===== config.mk =====
export PLATFORM = sky130hd
export DESIGN_NAME = fluxo_dados_param
export DESIGN_NICKNAME = d
export VERILOG_FILES = /design/src/rtl/fluxo_pkg.sv /design/src/rtl/contador_m.sv /design/src/rtl/edge_detector.sv /design/src/rtl/sync_ram_param.sv /design/src/rtl/fluxo_dados_param.sv
export SDC_FILE = /design/constraint.sdc
export NUM_CORES = 1
export LEC_CHECK = 0
export ABC_AREA = 1
export BUFFER_PORTS_ARGS = -buffer_cell sky130_fd_sc_hd__clkbuf_2
export CORE_ASPECT_RATIO = 0.6
export CORE_MARGIN = 3
export CORE_UTILIZATION = 43
export DETAILED_ROUTE_END_ITERATION = 10
export PLACE_DENSITY_LB_ADDON = 0.25
export SYNTH_ARGS = -nofsm -noshare
export SYNTH_HDL_FRONTEND = slang
export SYNTH_SLANG_ARGS = --single-unit

===== constraint.sdc =====
create_clock -name clock -period 2.56 [get_ports clock]
set_input_delay 0 -clock clock [delete_from_list [all_inputs] [get_ports clock]]
set_output_delay 0 -clock clock [all_outputs]
set_load 0.1 [all_outputs]

===== src/rtl/fluxo_pkg.sv =====
// Shared defaults and width helper for the parametrised game datapath.
package fluxo_pkg;

    localparam int NBOTOES_DEF = 4;
    localparam int PROF_DEF    = 16;
    localparam int TIMEOUT_DEF = 3000;

    // Counter width for a given modulus; never narrower than one bit.
    function automatic int largura(input int modulo);
        return (modulo < 2) ? 1 : $clog2(modulo);
    endfunction

endpackage


===== src/rtl/contador_m.sv =====
// Modulo-M up-counter with synchronous clear that wins over the count enable.
module contador_m #(
    parameter int M = 16,
    parameter int N = 4
) (
    input  logic         clock,
    input  logic         reset,
    input  logic         zera,
    input  logic         conta,
    output logic [N-1:0] q
);

    localparam logic [N-1:0] ULTIMO = N'(M - 1);

    // Count register: clear first, otherwise step and wrap at M-1.
    always_ff @(posedge clock or negedge reset) begin
        if (!reset) begin
            q <= '0;
        end else if (zera) begin
            q <= '0;
        end else if (conta) begin
            if (q == ULTIMO) begin
                q <= '0;
            end else begin
                q <= q + 1'b1;
            end
        end
    end

endmodule


===== src/rtl/edge_detector.sv =====
// Rising-edge pulse on a level input. After reset the detector stays disarmed
// until the input has been seen low once, so a key already held while reset
// is released does not count as a fresh press.
module edge_detector (
    input  logic clock,
    input  logic reset,
    input  logic sinal,
    output logic pulso
);

    logic anterior;
    logic armado;

    // Previous level and arm flag; arming happens on the first idle sample.
    always_ff @(posedge clock or negedge reset) begin
        if (!reset) begin
            anterior <= 1'b0;
            armado   <= 1'b0;
        end else begin
            anterior <= sinal;
            if (!sinal) begin
                armado <= 1'b1;
            end
        end
    end

    assign pulso = sinal & ~anterior & armado;

endmodule


===== src/rtl/sync_ram_param.sv =====
// Single-port RAM with a registered read port. A write also loads the read
// register with the written word, so the new value is visible next cycle.
module sync_ram_param #(
    parameter int PROF = 16,
    parameter int NB   = 4,
    parameter int AW   = 4
) (
    input  logic          clock,
    input  logic          reset,
    input  logic          we,
    input  logic [AW-1:0] addr,
    input  logic [NB-1:0] din,
    output logic [NB-1:0] dout
);

    logic [NB-1:0] mem [PROF];

    // Storage array: no reset so it maps onto plain RAM.
    always_ff @(posedge clock) begin
        if (we) begin
            mem[addr] <= din;
        end
    end

    // Read register: write-first, cleared by reset independently of the array.
    always_ff @(posedge clock or negedge reset) begin
        if (!reset) begin
            dout <= '0;
        end else if (we) begin
            dout <= din;
        end else begin
            dout <= mem[addr];
        end
    end

endmodule


===== src/rtl/fluxo_dados_param.sv =====
// Datapath of the memory-sequence game: address and round counters, move
// memory, registered player move, key-press edge detector and timeout timer.
module fluxo_dados_param
    import fluxo_pkg::*;
#(
    parameter int NBOTOES = NBOTOES_DEF,
    parameter int PROF    = PROF_DEF,
    parameter int TIMEOUT = TIMEOUT_DEF
) (
    input  logic                       clock,
    input  logic                       reset,
    input  logic [NBOTOES-1:0]         chaves,
    input  logic                       zeraE,
    input  logic                       contaE,
    input  logic                       zeraL,
    input  logic                       contaL,
    input  logic                       zeraR,
    input  logic                       registraR,
    input  logic                       escreveM,
    input  logic                       zera_timer,
    input  logic                       conta_timer,
    output logic                       igual,
    output logic                       enderecoIgualLimite,
    output logic                       fimE,
    output logic                       fimL,
    output logic                       fim_timer,
    output logic                       jogada_feita,
    output logic                       jogada_valida,
    output logic                       db_tem_jogada,
    output logic [NBOTOES-1:0]         db_jogada,
    output logic [NBOTOES-1:0]         db_memoria,
    output logic [largura(PROF)-1:0]   db_contagem,
    output logic [largura(PROF)-1:0]   db_limite
);

    localparam int AW = largura(PROF);
    localparam int TW = largura(TIMEOUT);

    localparam logic [AW-1:0] ULTIMO_END   = AW'(PROF - 1);
    localparam logic [TW-1:0] ULTIMO_TIMER = TW'(TIMEOUT - 1);

    logic [AW-1:0]      endereco;
    logic [AW-1:0]      limite;
    logic [TW-1:0]      timer;
    logic [NBOTOES-1:0] jogada;
    logic [NBOTOES-1:0] memoria;
    logic               tem_jogada;

    assign tem_jogada = |chaves;

    contador_m #(.M(PROF), .N(AW)) u_cont_end (
        .clock (clock),
        .reset (reset),
        .zera  (zeraE),
        .conta (contaE),
        .q     (endereco)
    );

    contador_m #(.M(PROF), .N(AW)) u_cont_lim (
        .clock (clock),
        .reset (reset),
        .zera  (zeraL),
        .conta (contaL),
        .q     (limite)
    );

    contador_m #(.M(TIMEOUT), .N(TW)) u_timer (
        .clock (clock),
        .reset (reset),
        .zera  (zera_timer),
        .conta (conta_timer),
        .q     (timer)
    );

    // Player move register: clear wins over load; keys are latched verbatim.
    always_ff @(posedge clock or negedge reset) begin
        if (!reset) begin
            jogada <= '0;
        end else if (zeraR) begin
            jogada <= '0;
        end else if (registraR) begin
            jogada <= chaves;
        end
    end

    sync_ram_param #(.PROF(PROF), .NB(NBOTOES), .AW(AW)) u_ram (
        .clock (clock),
        .reset (reset),
        .we    (escreveM),
        .addr  (endereco),
        .din   (jogada),
        .dout  (memoria)
    );

    edge_detector u_borda (
        .clock (clock),
        .reset (reset),
        .sinal (tem_jogada),
        .pulso (jogada_feita)
    );

    assign igual               = (memoria == jogada);
    assign enderecoIgualLimite = (endereco == limite);
    assign fimE                = (endereco == ULTIMO_END);
    assign fimL                = (limite == ULTIMO_END);
    assign fim_timer           = (timer == ULTIMO_TIMER);

    // A move is valid only when exactly one key was latched.
    assign jogada_valida = (jogada != '0) &&
                           ((jogada & (jogada - NBOTOES'(1))) == '0);

    assign db_tem_jogada = tem_jogada;
    assign db_jogada     = jogada;
    assign db_memoria    = memoria;
    assign db_contagem   = endereco;
    assign db_limite     = limite;

endmodule


# Word level (Yosys, flattened, before mapping)
# Memories as Yosys holds them, arrays and structs flattened. A register that Yosys moved wholly into a read port is not among the register bits.
# Index checks and enable logic that the tools add are counted.
# word_totals
ramBits,64
reg_bits,26
latchBits,0
rom_bits,0
memories,1
output_inout_bits,24
elab_cells,42
# op_classes
reduce_logical,9
n_lt_le_gt_ge,0
eq_ne,5
n_div,0
mux,13
shifts,0
addsub,4
bitwise_logic,4
mul,0
# mem_list
memory,depth,word_bits,read_ports,rd_clocked_by_memory_dff,write_ports,line,text
u_ram.mem,16,4,1,1,1,sync_ram_param.sv:16,logic [NB-1:0] mem [PROF];
# ops
op,count
two-way mux 12 bit,3
two-way mux 4 bit,8
adder 12 x 1 -> 12 bit (second input constant),1
== test 12 bit (second input constant),1
adder 4 x 1 -> 4 bit (second input constant),2
== test 4 bit,2
== test 4 bit (second input constant),2
nonzero test 2 bit,4
AND 4 bit,1
zero test 4 bit,1
nonzero test 4 bit,1
OR reduction 4 bit,1
subtractor 4 x 1 -> 4 bit (second input constant),1
AND 1 bit,2
two-way mux 1 bit,2
logical AND 1 bit,1
zero test 1 bit,1
inverter 1 bit,1

# Depth between registers and ports, before layout
# depth
depth_word,4
ltp_mapped,11
ltp_nobuf,8

# Hierarchy
# From an unflattened synthesis, not the netlist that was laid out.
# hier_totals
hier_cells,509
area_unflattened_um2,4566.9
# modules_own_cells
mod,area_per_inst_um2,instances,cells_each,seq_area_each_um2
sync_ram_param,2886.5,1,275,2021.9
contador_m (u_timer),772.0,1,108,300.3
contador_m (u_cont_end ...),220.2,2,24,100.1
fluxo_dados_param,404.1,1,73,100.1
edge_detector,63.8,1,5,50.0

# Least setup slack after synthesis
# No wires, ideal clock.
# synth_timing
path_type,reg-to-output
from,register u_cont_end.q[1]
to,output port enderecoIgualLimite
arrival_time_ps,3755
path_buffers,1
t_required_ps,2560
path_slack_ps,-1195
stages_incl_launch_ff,4
cell_sequence,dfrtp_1 > buf_2 > nand2_1 > a221oi_1
# synth_via
elab_chain_cells,1
# synth_lines
item,line,text
"start, declared",contador_m.sv:10,output logic [N-1:0] q
"start signal, assigned",contador_m.sv:25,q <= q + 1'b1;
== test 4 bit,fluxo_dados_param.sv:103,assign enderecoIgualLimite = (endereco == limite);
"end, declared",fluxo_dados_param.sv:23,"output logic enderecoIgualLimite,"
# No other way between the ends.

# Worst setup path after layout
# layout_timing
from,register u_timer.q[0]
to,register u_timer.q[7]
# layout_via
elab_chain_cells,4
# layout_lines
item,line,text
"start, declared",contador_m.sv:10,
"start signal, assigned",contador_m.sv:25,
adder 12 x 1 -> 12 bit or == test 12 bit (tied branches),"contador_m.sv:25, contador_m.sv:22",
two-way mux 12 bit (*),contador_m.sv:22,if (q == ULTIMO) begin
two-way mux 12 bit (*),contador_m.sv:21,end else if (conta) begin
two-way mux 12 bit (*),contador_m.sv:19,end else if (zera) begin
# Every way passes the cells marked *; elsewhere a longest branch is shown, timed or not. The select of a mux whose other input is x is not followed.
# A chain may end at the register's enable or synchronous reset.

==> flow_summary.toml <==
[worst_setup_path]
crit_family = "buffers and inverters"
startpoint_type = "register"
slowest_stage = "dlygate4sd3_1"
cp_num_buf_inv = 2
path_class = "register to register"
worstPathArrival_ps = 2660
cp_data_required_time_ps = 2840
startpoint = "u_timer.q[0]$_DFFE_PN0P_"
cp_cell_sequence = "ha_1 > and3_1 > nand2_1 > nor2_1 > nor2_1 > nand3_1 > dlygate4sd3_1 > nand2_1 > dlygate4sd3_1"
end_kind = "register"
reg2reg_from = "u_timer.q[0]$_DFFE_PN0P_"
r2r-end = "u_timer.q[7]$_DFFE_PN0P_"
r2r_setup_slack_ps = 180
crit_path_max_fanout = 4
r2r_cells = 9
slowest_delay_ps = 550

[min_path]
hold_class = "input port to register"
hold_end = "u_timer.q[0]$_DFFE_PN0P_"
hold_depth = 4
min_from = "zera_timer"

[timing]
rsz0062_at_grt = "no"
timing.final.crit_period_ps = 2380
period_share = 0.930
max_freq_mhz = 420
clock_skew_ps = 5.49
hold_violations = 0
finalSetupViolCount = 0
drv_slew = 0
max_slew_margin = 0.493
fin_setup_tns_ps = 0
worst_pin_slew_ps = 760

[pwr]
p_leak_nw = 2.40
ir_drop_v = 0.000416
powerDensity_mw_per_mm2 = 657

[route]
drt_iter0_markers = 306
drtPass1Iterations = 5
drc = 0
via_per_inst = 4.92
vias = 3480
wl_per_cell_um = 15.3
wl_um = 10800
detail-route-antenna-nets = 0

[cts]
clock_latency_ps = 350
clock-sinks = 94
cts.clk_slew.worst_paths_ps = 60
cts_buffer_depth = 2
cts_buffers = 9
h-tree-depth = 3
cts_resized = 0
tritoncts = "yes"
clockRootBuffer = "clkbuf_16"

[layout]
nets = 590
utilization = 0.538
instances_no_fill = 707
syn_to_final_growth_pct = 19.9
drive_gt1_frac = 0.121
num_antenna_cells = 0

[die]
dieWidth_um = 138
start_util = 0.448
core_region_area_mm2 = 0.0100
die_y_um = 85.2
ios = 39
rows = 28
dieArea_mm2 = 0.0117

[grt]
grt_first_pass_wirelength_um = 17500
grt-ovfl-total = 0
grtUsageTotal = 0.201
antenna_found_initial = 0
grt_pass1_vias = 3308
grt_max_degree = 31

[placement]
place.gp.congestion = 0.939
placed_cells = 668
port_buffers = 38
place_hpwl_um = 7760

[synthesis]
avgSynthCellArea_um2 = 9.04
ys_seq_elements = 94
syn_area_mm2 = 0.00449
yosysWarningCount = 0
synth_cell_type_count = 28
netlist_instances = 497
seq_area_frac_synth = 0.595
synth.net_count = 519

[status]
status = "completed"

[flow_run]
maxCapViolations = 0
per-layer routing:
layer	wire (um)	track usage	part of all wire
met3	1130	0.0717	0.10
met2	4150	0.263	0.38
met5	0	0	0
met1	5400	0.317	0.50
met4	133	0.0466	0.012
cells in the final DEF, fill, tap and decap left out, drive strengths merged:
cell type    instances
a21oi                3
a221oi               2
a22oi                1
a31oi                1
and3                 1
buf                  9
bufinv               1
clkbuf              51
clkinv               1
dfrtp               30
dlygate4sd3         24
edfxtp              64
ha                   7
inv                 80
nand2              128
nand3               53
nand4                2
nor2                70
nor3                 3
nor4                 1
o211ai               1
o21ai               22
o22ai                2
or2                  4
xnor2                4
xor2                 7
how the worst max path moves through the flow:
stage,to,slack (ps),depth (start not counted)
floorplan,enderecoIgualLimite,-280,4
global placement,u_ram.mem[9][1]$_DFFE_PP_,690,4
detailed placement,u_ram.mem[9][1]$_DFFE_PP_,730,4
CTS,u_timer.q[7]$_DFFE_PN0P_,230,9
global route,u_timer.q[7]$_DFFE_PN0P_,70,10
finish,u_timer.q[7]$_DFFE_PN0P_,180,9
where the power goes:
part	switching, W	internal, W
Combinational	0.000403	0.000139
Sequential	0.0000566	0.00167
Clock	0.000519	0.000749
Total	0.000979	0.00256
Yosys cell counts:
cell / count / area share
or2_2: 3 / 0.0042
edfxtp_1: 64 / 0.43
nand4_1: 2 / 0.0028
xnor2_1: 4 / 0.0078
a31oi_1: 1 / 0.0014
buf_6: 3 / 0.0075
buf_2: 7 / 0.0078
inv_1: 78 / 0.065
o21ai_0: 22 / 0.025
o22ai_1: 2 / 0.0028
a221oi_1: 2 / 0.0039
a22oi_1: 1 / 0.0017
or2_0: 1 / 0.0014
nor2_2: 2 / 0.0028
nor4_1: 1 / 0.0014
dfrtp_1: 30 / 0.17
ha_1: 7 / 0.020
and3_1: 1 / 0.0014
nor2_1: 68 / 0.057
a21oi_1: 3 / 0.0033
xor2_1: 7 / 0.014
buf_4: 1 / 0.0017
nand3_1: 53 / 0.059
nor3_1: 3 / 0.0033
nand2_1: 127 / 0.11
inv_2: 2 / 0.0017
nand2_2: 1 / 0.0014
o211ai_1: 1 / 0.0017
state kept, by name (all words and copies together) (netlist names):
register          cells
u_ram.mem            64
u_timer.q            12
db_jogada             4
u_cont_end.q          4
u_cont_lim.q          4
u_ram.dout            4
u_borda.anterior      1
u_borda.armado        1
logic make-up after synthesis:
| group | count (synthesis) | share of synthesized area |
|---|---|---|
| AOI/OAI and AO/OA | 32 | 0.0393 |
| xor gates and xnor gates | 11 | 0.0215 |
| adders and majority gates | 7 | 0.0195 |
| buffers and inverters | 91 | 0.0839 |
| DFF | 94 | 0.595 |
| and+or+nand+nor | 262 | 0.241 |
worst min-delay path, stage by stage:
cell and delay (ps):
clkbuf_2 90, nor2_2 90, nor2_1 100, a21oi_1 50
timing repair:
| item | CTS | global route |
|---|---|---|
| endpoints found under the setup margin | 0 | 0 |
| hold buffers | 24 | 0 |
| setup buffers | 0 | 0 |
| endpoints found under the hold margin | 46 | 0 |
final cells by class:
type | count | area, um2
fill | 912 | 4630
tap | 135 | 169
timing repair buffer | 71 | 498
clock buffer | 13 | 240
clock inverter | 2 | 33.8
sequential | 94 | 2670
multi-input combinational | 312 | 1470
inverter | 80 | 300
per-stage QoR:
stage / worst slack (ps) / hold WS [ps] / total power [W] / instance area, um2
floorplan: -278 / -296 / 0.00214 / 4520
global placement: 686 / 121 / 0.00227 / 4870
detailed placement: 728 / 123 / 0.00228 / 4870
CTS: 229 / 4.96 / 0.00356 / 5390
global route: 74.8 / 48.6 / 0.00368 / 5390
finish: 179 / 22.0 / 0.00354 / 5390
Note: power is estimated with default switching activity, not from simulation.
